## src/rtl/systolic_seq_ctrl.sv

```systemverilog
// Job sequencer for a SIZE x SIZE systolic pe_array computing C = A(SIZExK) * B(KxSIZE).
// Walks the shared A/B buffer address, skews the read data diagonally onto the array edges,
// clears the accumulators up front, drains the pipeline and reports the job length in cycles.
module systolic_seq_ctrl #(
  parameter int unsigned SIZE   = 4,
  parameter int unsigned K_MAX  = 256,
  parameter int unsigned PE_LAT = 1,
  localparam int unsigned AW    = $clog2(K_MAX)
) (
  input  logic                clk,
  input  logic                rst,
  input  logic                start,
  input  logic [AW:0]         k_len,
  input  logic                abort,
  output logic                busy,
  output logic                done,
  output logic                rd_en,
  output logic [AW-1:0]       rd_addr,
  input  logic [SIZE*8-1:0]   a_rd_data,
  input  logic [SIZE*8-1:0]   b_rd_data,
  output logic                pe_acc_clr,
  output logic [SIZE*8-1:0]   a_feed,
  output logic [SIZE*8-1:0]   b_feed,
  output logic [31:0]         busy_cycles
);

  localparam int unsigned KW = AW + 1;
  localparam int unsigned D  = 2 * (SIZE - 1) + PE_LAT + 1;
  localparam int unsigned FW = (D > 1) ? $clog2(D + 1) : 1;

  typedef enum logic [2:0] {
    S_IDLE,
    S_CLEAR,
    S_FEED,
    S_FLUSH,
    S_DONE
  } state_t;

  state_t          state;
  logic [KW-1:0]   klen_q;
  logic [KW-1:0]   n_q;
  logic [FW-1:0]   fl_q;
  logic [31:0]     cyc_q;

  logic              in_job_c;
  logic              skew_clr_c;
  logic              feed_vld_c;
  logic [KW:0]       n_plus2_c;
  logic [SIZE*8-1:0] a_in_c;
  logic [SIZE*8-1:0] b_in_c;

  function automatic logic [31:0] sat_inc(input logic [31:0] v);
    return (v == 32'hFFFF_FFFF) ? v : v + 32'd1;
  endfunction

  // Job-phase decode, skew flush condition and gated edge inputs
  always_comb begin
    in_job_c   = (state == S_CLEAR) || (state == S_FEED) || (state == S_FLUSH);
    skew_clr_c = rst || (abort && in_job_c);
    feed_vld_c = (state == S_FEED);
    n_plus2_c  = {1'b0, n_q} + (KW + 1)'(2);
    a_in_c     = feed_vld_c ? a_rd_data : '0;
    b_in_c     = feed_vld_c ? b_rd_data : '0;
  end

  // Sequencer FSM with registered control outputs and cycle accounting
  always_ff @(posedge clk) begin
    if (rst) begin
      state       <= S_IDLE;
      busy        <= 1'b0;
      done        <= 1'b0;
      rd_en       <= 1'b0;
      rd_addr     <= '0;
      pe_acc_clr  <= 1'b0;
      busy_cycles <= '0;
      klen_q      <= '0;
      n_q         <= '0;
      fl_q        <= '0;
      cyc_q       <= '0;
    end else begin
      done       <= 1'b0;
      pe_acc_clr <= 1'b0;
      if (in_job_c && abort) begin
        state   <= S_IDLE;
        busy    <= 1'b0;
        rd_en   <= 1'b0;
        rd_addr <= '0;
      end else begin
        case (state)
          S_IDLE: begin
            if (start) begin
              state      <= S_CLEAR;
              klen_q     <= k_len;
              busy       <= 1'b1;
              pe_acc_clr <= 1'b1;
              rd_en      <= (k_len != '0);
              rd_addr    <= '0;
              cyc_q      <= 32'd1;
            end
          end
          S_CLEAR: begin
            cyc_q <= sat_inc(cyc_q);
            n_q   <= '0;
            fl_q  <= '0;
            if (klen_q == '0) begin
              state <= S_FLUSH;
              rd_en <= 1'b0;
            end else begin
              state   <= S_FEED;
              rd_en   <= (klen_q > KW'(1));
              rd_addr <= AW'(1);
            end
          end
          S_FEED: begin
            cyc_q <= sat_inc(cyc_q);
            if (n_q == klen_q - KW'(1)) begin
              state   <= S_FLUSH;
              rd_en   <= 1'b0;
              rd_addr <= '0;
            end else begin
              n_q     <= n_q + KW'(1);
              rd_en   <= (n_plus2_c < {1'b0, klen_q});
              rd_addr <= AW'(n_plus2_c);
            end
          end
          S_FLUSH: begin
            if (fl_q == FW'(D - 1)) begin
              state <= S_DONE;
              busy  <= 1'b0;
              done  <= 1'b1;
            end else begin
              fl_q  <= fl_q + FW'(1);
              cyc_q <= sat_inc(cyc_q);
            end
          end
          S_DONE: begin
            busy_cycles <= cyc_q;
            state       <= S_IDLE;
          end
          default: state <= S_IDLE;
        endcase
      end
    end
  end

  for (genvar i = 0; i < SIZE; i++) begin : g_lane
    logic [8*(i+1)-1:0] a_sr;
    logic [8*(i+1)-1:0] b_sr;

    // Lane i delay line of 1+i stages; the last stage drives the array edge
    always_ff @(posedge clk) begin
      if (skew_clr_c) begin
        a_sr <= '0;
        b_sr <= '0;
      end else begin
        a_sr[7:0] <= a_in_c[8*i +: 8];
        b_sr[7:0] <= b_in_c[8*i +: 8];
        for (int j = 1; j <= i; j++) begin
          a_sr[8*j +: 8] <= a_sr[8*(j-1) +: 8];
          b_sr[8*j +: 8] <= b_sr[8*(j-1) +: 8];
        end
      end
    end

    assign a_feed[8*i +: 8] = a_sr[8*i +: 8];
    assign b_feed[8*i +: 8] = b_sr[8*i +: 8];
  end

endmodule
```

## config.mk

```make
export PLATFORM = sky130hd
export DESIGN_NAME = systolic_seq_ctrl
export DESIGN_NICKNAME = d
export VERILOG_FILES = /design/src/rtl/systolic_seq_ctrl.sv
export SDC_FILE = /design/constraint.sdc
export NUM_CORES = 1
export LEC_CHECK = 0
export ABC_AREA = 0
export CAP_MARGIN = 15
export CORE_UTILIZATION = 47
export CTS_CLUSTER_SIZE = 12
export DETAILED_ROUTE_END_ITERATION = 16
export GPL_ROUTABILITY_DRIVEN = 0
export GPL_TIMING_DRIVEN = 0
export HOLD_SLACK_MARGIN = 0.06
export MAX_ROUTING_LAYER = met4
export PLACE_DENSITY = 0.76
export SLEW_MARGIN = 20
export SYNTH_ARGS = -nofsm -noshare
export SYNTH_HDL_FRONTEND = slang
export SYNTH_SLANG_ARGS = --single-unit
export TNS_END_PERCENT = 5
```

## constraint.sdc

```tcl
create_clock -name clk -period 2.2 [get_ports clk]
set_input_delay 0.33 -clock clk [delete_from_list [all_inputs] [get_ports clk]]
set_output_delay 0.33 -clock clk [all_outputs]
set_load 0.01 [all_outputs]
```

==> results.yml <==
run_status:
  status: "complete, but fails checks"
  violations: "setup timing"
timing:
  hold_slack_ns: 0.363
  finalWorstSetupSlack_ns: -0.195
  worstMarginPinSlew_ns: 0.620
  setup_violations: 19
  finalHoldViolations: 0
  slew_headroom: 0.587
  finalCritPeriodShare: 1.09
  fin_worst_skew_ns: 0.0137
  finalMaxSlewViolations: 0
  max_freq_ghz: 0.418
  rsz0062_at_grt: "true"
  period_minus_slack_ns: 2.40
clock_network:
  numCtsBuffers: 27
  clockBufferDepth: 3
  hold_buffers: 0
  htree_levels: 1
  root_buffer: "clkbuf_16"
  cts_tree: "yes"
  clock_sinks: 261
  clk_pin_slew_worst_paths_ns: 0.06
  clk_latency_ns: 0.51
die:
  die-width_um: 145
  rows: 51
  start_util: 0.486
  fp.dieH_um: 145
  io_pins: 185
  core_area_sq_mm: 0.0197
  die_area_sq_mm: 0.0210
setup_path:
  r2r-start: "klen_q[1]$_SDFFE_PP0P_"
  slowest_stage: "or3b_4"
  r2r_end: "n_q[3]$_SDFFE_PP0P_"
  start_kind: "flip-flop"
  critPathCaptureType: "flip-flop"
  cp_max_fo: 5
  regToRegSetupSlack_ns: -0.20
  arrival_ns: 2.80
  crit_path_max_incr_delay_ns: 0.41
  cp_data_required_time_ns: 2.61
  worstSetupPathType: "flip-flop to flip-flop"
  worstPathCellList: "inv_4, ha_4, or3b_4, mux2i_1, a21boi_1, o2111ai_2, or2_4, o21a_1, a41o_1"
  crit_buf_inv: 1
  cp_top_family: "compound AO/OA/AOI/OAI gates"
  r2r.worst_path.cells: 9
final_layout:
  drive_gt1_frac: 0.141
  finalNonFillerCells: 1511
  fin_util: 0.658
  areaGrowthSynthToFinish_pct: 35.3
  post-route-cell-area_sq_mm: 0.0130
  finalNetCount: 1324
yosys:
  async_reset_ff_frac: 0
  ys.flop_type: "dfxtp_1"
  synth-seq-cells: 261
  seq_area_frac_synth: 0.545
  yosysWarnings: 0
  ys_types: 61
  avgSynthCellArea_sq_um: 9.55
  syn_area_sq_mm: 0.00959
  synthCells: 1004
  synth_edf_count: 0
  syn_nets: 1097
place:
  dpl-instance-area_sq_mm: 0.0118
  dp_cells: 1452
  hpwl_um: 15100
  portBuffers: 183
  pre_cts_ws_ns: -0.652
power_and_ir_drop:
  p_int_uw: 7810
  p_per_area_mw_per_mm2: 782
  clockPowerShare: 0.407
  p_switching_uw: 2340
  vdd_ir_drop_max_mv: 0.521
  p_leak_uw: 0.00501
  power_frac_comb: 0.107
  p_seq_frac: 0.486
  switching_share: 0.230
hold_path:
  hp-start: "rst"
  min_path_cells: 3
  whs_endpoint: "n_q[0]$_SDFFE_PP0P_"
  hold_class: "input port to flip-flop"
detailed_routing:
  vias: 7420
  drt_iter0_drc: 341
  drc: 0
  first_pass_iters: 5
  drtAntennaViolNets: 0
  drt-total-wl_um: 21300
  vias_per_cell: 4.91
  drt-wirelength-per-cell_um: 14.1
global_routing:
  grt_pass1_wl_um: 33500
  grt_max_degree: 13
  antenna_found_initial: 2
  grt_pass1_vias: 6791
  overflow: 0
  gr-usage-all-layers: 0.208
run:
  drv_cap: 0
## through the flow
| step | setup TNS [ns] | power, uW |
|---|---|---|
| 6_report | -1.97 | 10100 |
| 5_1_grt | -4.69 | 10600 |
| 3_5_place_dp | -66.88 | 6020 |
| 3_3_place_gp | -60.22 | 6000 |
| 2_1_floorplan | -0.0178 | 5600 |
| 4_1_cts | -1.84 | 10200 |
## final cells by class
class | count | area, sq um
Antenna cell | 2 | 5.00
Clock buffer | 38 | 747
Fill cell | 1618 | 6740
Inverter | 19 | 73.8
Timing Repair Buffer | 199 | 1950
Buffer | 103 | 682
Tap cell | 265 | 332
Sequential cell | 261 | 5240
Clock inverter | 4 | 45.0
Multi-Input combinational cell | 620 | 3890
## worst min-delay path: cells and delay by family
| family | cells | cell delay (ns) |
|---|---|---|
| simple gates | 1 | 0.20 |
| buf+inv | 1 | 0.20 |
| compound gates | 1 | 0.09 |
## synth_stat cells, drive strengths merged, types with 6 or more instances
cell / count / area [sq um]
nor4: 8 / 50.1
ha: 16 / 200
buf: 58 / 427
nand2: 105 / 394
or3: 13 / 81.3
nand4: 18 / 113
xor2: 12 / 105
clkbuf: 44 / 165
xnor2: 23 / 201
nor2: 61 / 229
dfxtp: 261 / 5230
a21oi: 67 / 335
or2: 7 / 43.8
nor3: 10 / 50.1
nand3: 21 / 110
and2: 164 / 1030
o21ai: 16 / 80.1
and3: 11 / 68.8
inv: 19 / 71.3
a32o: 6 / 60.1
## timing repair
action                                 CTS  global route
resized for setup                       41            35
endpoints found under the hold margin    0             0
pin swaps                               22            11
setup endpoints to repair              193           205
setup buffers                           14             2
## flip-flops by register name (all words and copies together) (netlist names)
register / count
g_lane.a_sr: 80
fl_q: 4
cyc_q: 32
busy_cycles: 32
state: 3
g_lane.b_sr: 80
rd_addr: 8
klen_q: 9
rd_en: 1
pe_acc_clr: 1
busy: 1
done: 1
n_q: 9
## power by group through the flow
| stage | clock [uW] | combinational [uW] | sequential (uW) |
|---|---|---|---|
| 3_5_place_dp | 0 | 992 | 5030 |
| 3_3_place_gp | 0 | 979 | 5020 |
| 2_1_floorplan | 0 | 586 | 5020 |
| 4_1_cts | 4230 | 1050 | 4930 |
| 6_report | 4130 | 1090 | 4930 |
| 5_1_grt | 4440 | 1200 | 4940 |
## cells by family after synthesis
kind of cell,share of synthesized area
simple gates,0.250
fa+ha+maj,0.0209
xor+xnor,0.0320
flops,0.545
mux,0.00313
buf+inv,0.0720
compound gates,0.0775
## layout by cell type, fill, tap and decap left out, types with 5 or more instances in the layout
cell type / instances
clkdlybuf4s50_1: 183
or3_1: 13
clkbuf_1: 35
nor3_1: 9
o21ai_0: 15
ha_1: 14
nor2_1: 57
a21oi_1: 67
nand4_1: 18
nand3_1: 17
dfxtp_1: 254
xor2_1: 12
nand2_1: 104
buf_4: 67
or2_2: 5
clkbuf_16: 27
clkbuf_2: 9
inv_1: 17
and2_1: 164
nor2b_1: 5
a32o_1: 6
and3_1: 9
xnor2_1: 21
## routing by layer
layer | part of all wire | vias to the layer above | GRT usage | routed length (um)
met1 | 0.44 | 3424 | 0.254 | 9300
li1 | - | 3719 | - | -
met3 | 0.073 | 34 | 0.0490 | 1550
met5 | 0 | - | - | 0
met4 | 0.020 | 0 | 0.0548 | 423
met2 | 0.47 | 243 | 0.344 | 10000
## how the worst max path moves through the flow
stage | end | cells past startpoint | slack [ns] | startpoint
after detailed placement | n_q[0]$_SDFFE_PP0P_ | 9 | -0.65 | state[0]$_SDFFE_PP0P_
after CTS | rd_en$_SDFFE_PP0P_ | 11 | -0.16 | n_q[2]$_SDFFE_PP0P_
after floorplan | rd_en$_SDFFE_PP0P_ | 10 | -0.02 | n_q[1]$_SDFFE_PP0P_
after global routing | rd_en$_SDFFE_PP0P_ | 10 | -0.28 | n_q[2]$_SDFFE_PP0P_
final | n_q[3]$_SDFFE_PP0P_ | 9 | -0.20 | klen_q[1]$_SDFFE_PP0P_
after global placement | n_q[0]$_SDFFE_PP0P_ | 9 | -0.61 | state[0]$_SDFFE_PP0P_
No activity file was read; power rests on OpenSTA's default activity.
